**config.mk**
```make
export PLATFORM = sky130hd
export DESIGN_NAME = xsum_rx
export DESIGN_NICKNAME = d
export VERILOG_FILES = /design/src/rtl/xsum_rx.sv
export SDC_FILE = /design/constraint.sdc
export NUM_CORES = 1
export LEC_CHECK = 0
export ABC_AREA = 1
export ABC_CLOCK_PERIOD_IN_PS = 4990
export CORE_UTILIZATION = 52
export CTS_BUF_LIST = sky130_fd_sc_hd__clkbuf_16
export CTS_CLUSTER_DIAMETER = 80
export DETAILED_ROUTE_END_ITERATION = 8
export HOLD_SLACK_MARGIN = 0.02
export PLACE_DENSITY_LB_ADDON = 0.1
export SLEW_MARGIN = 10
export SYNTH_ARGS = -nofsm -noshare
export SYNTH_HDL_FRONTEND = slang
export SYNTH_SLANG_ARGS = --single-unit
```
**constraint.sdc**
```tcl
create_clock -name clk -period 4.99 [get_ports clk]
set_input_delay 0.998 -clock clk [delete_from_list [all_inputs] [get_ports clk]]
set_output_delay 0.998 -clock clk [all_outputs]
set_load 0.02 [all_outputs]
```
**src/rtl/xsum_rx.sv**
```systemverilog
// Receive side of the inter-Xilinx partial-sum link: word qualification, lock FSM,
// registered xdata/xcomma output and error statistics. Optional lostcnt via XRX_LOSTCNT_EN.
module xsum_rx #(
  parameter int LOCKCNT = 16,
  parameter int ELOSS   = 4,
  parameter int ERRBITS = 16
) (
  input  logic               clk,
  input  logic               reset,
  input  logic [15:0]        rxdata,
  input  logic               rxk,
  input  logic               rxerr,
  input  logic               errclr,
  output logic [15:0]        xdata,
  output logic               xcomma,
  output logic               locked,
  output logic [ERRBITS-1:0] errcnt,
  output logic [7:0]         lostcnt
);

  localparam logic [15:0] COMMA = 16'h00BC;
  localparam int GW = $clog2(LOCKCNT + 1);
  localparam int BW = $clog2(ELOSS + 1);
  localparam logic [GW-1:0] GOOD_LAST = GW'(LOCKCNT - 1);
  localparam logic [BW-1:0] BAD_LAST  = BW'(ELOSS - 1);

  typedef enum logic [1:0] {
    HUNT,
    SYNC,
    LOCKED
  } state_t;

  state_t        state, state_nxt;
  logic [GW-1:0] goodrun, goodrun_nxt;
  logic [BW-1:0] badrun, badrun_nxt;
  logic          good_data, good_comma, bad;
  logic          err_inc, pass;

  assign good_data  = !rxk && !rxerr;
  assign good_comma = rxk && !rxerr && (rxdata == COMMA);
  assign bad        = !(good_data || good_comma);

  // Only a clean data word seen while already locked is forwarded.
  assign pass = (state == LOCKED) && good_data;

  // NOTE: every signal driven here gets a default first so no latch is inferred.
  always_comb begin
    state_nxt   = state;
    goodrun_nxt = goodrun;
    badrun_nxt  = badrun;
    err_inc     = 1'b0;
    unique case (state)
      HUNT: begin
        if (good_comma) begin
          state_nxt   = SYNC;
          goodrun_nxt = '0;
        end
      end
      SYNC: begin
        if (bad) begin
          state_nxt = HUNT;
          err_inc   = 1'b1;
        end else if (goodrun == GOOD_LAST) begin
          state_nxt  = LOCKED;
          badrun_nxt = '0;
        end else begin
          goodrun_nxt = goodrun + 1'b1;
        end
      end
      LOCKED: begin
        if (bad) begin
          err_inc = 1'b1;
          if (badrun == BAD_LAST) begin
            state_nxt = HUNT;
          end else begin
            badrun_nxt = badrun + 1'b1;
          end
        end else begin
          badrun_nxt = '0;
        end
      end
      default: state_nxt = HUNT;
    endcase
  end

  // NOTE: sequential state uses non-blocking assignments only.
  always_ff @(posedge clk) begin
    if (reset) begin
      state   <= HUNT;
      goodrun <= '0;
      badrun  <= '0;
      xdata   <= COMMA;
      xcomma  <= 1'b1;
      locked  <= 1'b0;
    end else begin
      state   <= state_nxt;
      goodrun <= goodrun_nxt;
      badrun  <= badrun_nxt;
      xdata   <= pass ? rxdata : COMMA;
      xcomma  <= !pass;
      locked  <= (state_nxt == LOCKED);
    end
  end

  // errclr wins over a same-cycle increment; the count sticks at all-ones.
  always_ff @(posedge clk) begin
    if (reset || errclr) begin
      errcnt <= '0;
    end else if (err_inc && (errcnt != '1)) begin
      errcnt <= errcnt + 1'b1;
    end
  end

`ifdef XRX_LOSTCNT_EN
  logic lost_inc;
  assign lost_inc = (state == LOCKED) && bad && (badrun == BAD_LAST);

  always_ff @(posedge clk) begin
    if (reset || errclr) begin
      lostcnt <= '0;
    end else if (lost_inc && (lostcnt != 8'hFF)) begin
      lostcnt <= lostcnt + 1'b1;
    end
  end
`else
  assign lostcnt = 8'h00;
`endif

endmodule
```
==> qor.txt <==
DRC - 0
Drt pass-1 iters - 4
Post-Synthesis Cells - 323
Main combinational cell family by area after synthesis - simple AND/OR/NAND/NOR gates
Worst-path clk slew - 0.06 ns
Worst-Margin Slew - 0.506 ns
Fin crit period - 2.47 ns
Pin count of the biggest net entering global routing - 17
Synth unique cells - 31
Initial core utilization - 0.539
Maxcap violations - 0
Wire length of the first global-routing pass - 8410 µm
Crit path required time - 5.17 ns
Post-Syn Area - 0.00235 mm²
HPWL Detailed - 3600 µm
Clock Path Buffers - 2
Hold path depth - 2
Post-CTS Resized - 0
Vias per inst - 4.87
Skew-Pair Late Insertion Delay - 0.28 ns
Crit Path Class - in2reg
N_diodes - 0
Crit path capture type - flop
RR Startpoint - state[1]
Synth warn - 0
Register area share after synthesis - 0.375
Reg2reg setup slack - 3.10 ns
CTS Buf Count - 5
Adder-Cell Fraction of Synth Area - 0.0480
Die area - 0.00478 mm²
Status - finished, final reports clean
Crit start category - primary input
Yosys reg bits - 44
Number of global-route vias before repair - 1901
Worst Hold End - goodrun[3]
Pleak - 1.26 nW
Area Growth Syn to Fin - 28.7%
Fmax - 0.405 GHz
FF-to-FF path depth - 10
Initial antenna violation count - 0
RSZ-0062 raised after global routing - false
Die Height - 69.2 µm
Final period util - 0.495
Die width - 69.2 µm
Post-Route WL - 4780 µm
Multi-input logic area - 0.00120 mm²
PortBufs - 54
I/O Pins - 63
Final core occ - 0.693
Final hold viol count - 0
Post-route ant nets - 0
Most frequent cells in the layout - nand2_1, clkdlybuf4s50_1, nor2_1
CP arrival - 2.65 ns
Row count - 24
Final sum of negative setup slack - 0 ns
Clock root cell - clkbuf_16
Hold_sp - goodrun[3]
RD Place Congestion - 0.900
Hold_buf cts - 0
Post-Synth Simple-Gate Area - 0.338
Share of layout cells above drive strength 1 - 0.0979
H-tree depth - 2
Maximum vdd drop - 0.199 mV
CTS Sinks - 44
Post-synthesis mux area share - 0
Final setup skew - 0.00368 ns
Setup-failing EPs final - 0
Area share of xor/xnor cells in the synthesized design - 0.0485
HP Class - reg2reg
Synthesized area per cell - 7.26 µm²
Slew Limit Headroom - 0.662
Critical R2R Capture - goodrun[0]
PD cells - 234 mW/mm²
CTS tree - done
Pwr Total - 0.706 mW
Pins Over Slew Limit - 0
WL/cell - 11.1 µm
Setup bufs post-CTS - 0
Worst-path fanout max - 16
Compound-Gate Fraction of Synth Area - 0.0667
Core area - 0.00435 mm²
Fin nets - 407
Leading cell type in the layout, fill and taps excluded - nand2_1
Filler cell count - 371
GRT overflow - 0
Gr usage total - 0.212
Routed via count - 2092
DR iter-0 viols - 117
Register area - 881 µm²
cell families (layout without fill, tap and decap cells):
family                   Yosys count  after routing
adder cells (fa/ha/maj)            9              9
other                              1              8
buffers and inverters             63            111
flip-flops                        44             44
AO/OA/AOI/OAI                     24             24
XOR/XNOR                          13             13
AND/OR/NAND/NOR                  169            169
power breakdown:
group	leakage, nW	total [mW]	internal, mW	switching (mW)
registers	0.354	0.351	0.351	0.000000240
clock network	0.0635	0.317	0.183	0.134
logic	0.838	0.0374	0.0170	0.0204
total	1.26	0.706	0.552	0.154
cell type report:
class / instances / area share
clock buffers: 5 / 0.0414
clock inverters: 3 / 0.00622
inverters: 49 / 0.0609
well taps: 52 / 0.0215
flip-flops and latches: 44 / 0.292
repair buffers: 54 / 0.179
multi-input cells: 223 / 0.399
flip-flops by register name (all words and copies together), names as in the netlist:
signal   count
errcnt      16
state        2
goodrun      5
xcomma       1
xdata       16
badrun       3
locked       1
critical path: stages:
cell	delay, ns
clkdlybuf4s50_1	0.48
nor2_1	0.05
nand2_1	0.11
nor2_2	0.07
nand3_4	0.13
nand4_4	0.26
inv_2	0.30
nand3_1	0.11
nand2_1	0.07
nor2_1	0.04
cells in the mapped netlist:
cell type	number	area [µm²]
nand2_1	68	255
nor2_1	46	173
inv_1	45	169
dfxtp_1	44	881
nand3_1	16	80.1
a21oi_1	12	60.1
xor2_1	11	96.3
buf_4	9	67.6
ha_1	9	113
nor3_1	8	40.0
nand4_1	7	43.8
a21oi_2	6	52.6
nand3_2	5	50.1
nor2_2	5	31.3
inv_2	4	15.0
nand2_2	4	25.0
or2_1	4	25.0
o21ai_0	3	15.0
buf_6	2	22.5
o21ai_1	2	10.0
or2_2	2	12.5
xnor2_1	2	17.5
a21boi_4	1	18.8
buf_1	1	3.75
buf_2	1	5.00
clkbuf_1	1	3.75
conb_1	1	3.75
nand3_4	1	17.5
nand4_4	1	21.3
nor2_4	1	11.3
nor4_1	1	6.26
stage by stage:
stage                     std cells  area (µm²)  setup WS [ns]  hold WS (ns)
final                           430        3020           2.52         0.474
after floorplan                 330        2370           2.92         0.432
after global routing            430        3020           2.37         0.508
after detailed placement        422        2880           2.24         0.465
after global placement          422        2880           2.29         0.452
after CTS                       430        3020           2.51         0.474
how the worst max path moves through the flow:
| stage | from | end | slack, ns | cells past startpoint |
|---|---|---|---|---|
| 2_1_floorplan | rxdata[8] | errcnt[11] | 2.92 | 9 |
| 3_3_place_gp | rxdata[8] | errcnt[12] | 2.29 | 10 |
| 3_5_place_dp | rxdata[13] | errcnt[2] | 2.24 | 10 |
| 4_1_cts | rxdata[13] | errcnt[2] | 2.51 | 10 |
| 5_1_grt | rxdata[15] | errcnt[2] | 2.37 | 9 |
| 6_report | rxdata[13] | errcnt[12] | 2.52 | 10 |
metal layers:
layer  global-route usage  up-vias  routed length [µm]
met1                0.270      944                2210
met3               0.0395        5                 194
met5                    0        -                   0
li1                     -     1090                   -
met4               0.0612        0                  54
met2                0.365       53                2320
Power figures use the tool's default switching activity.
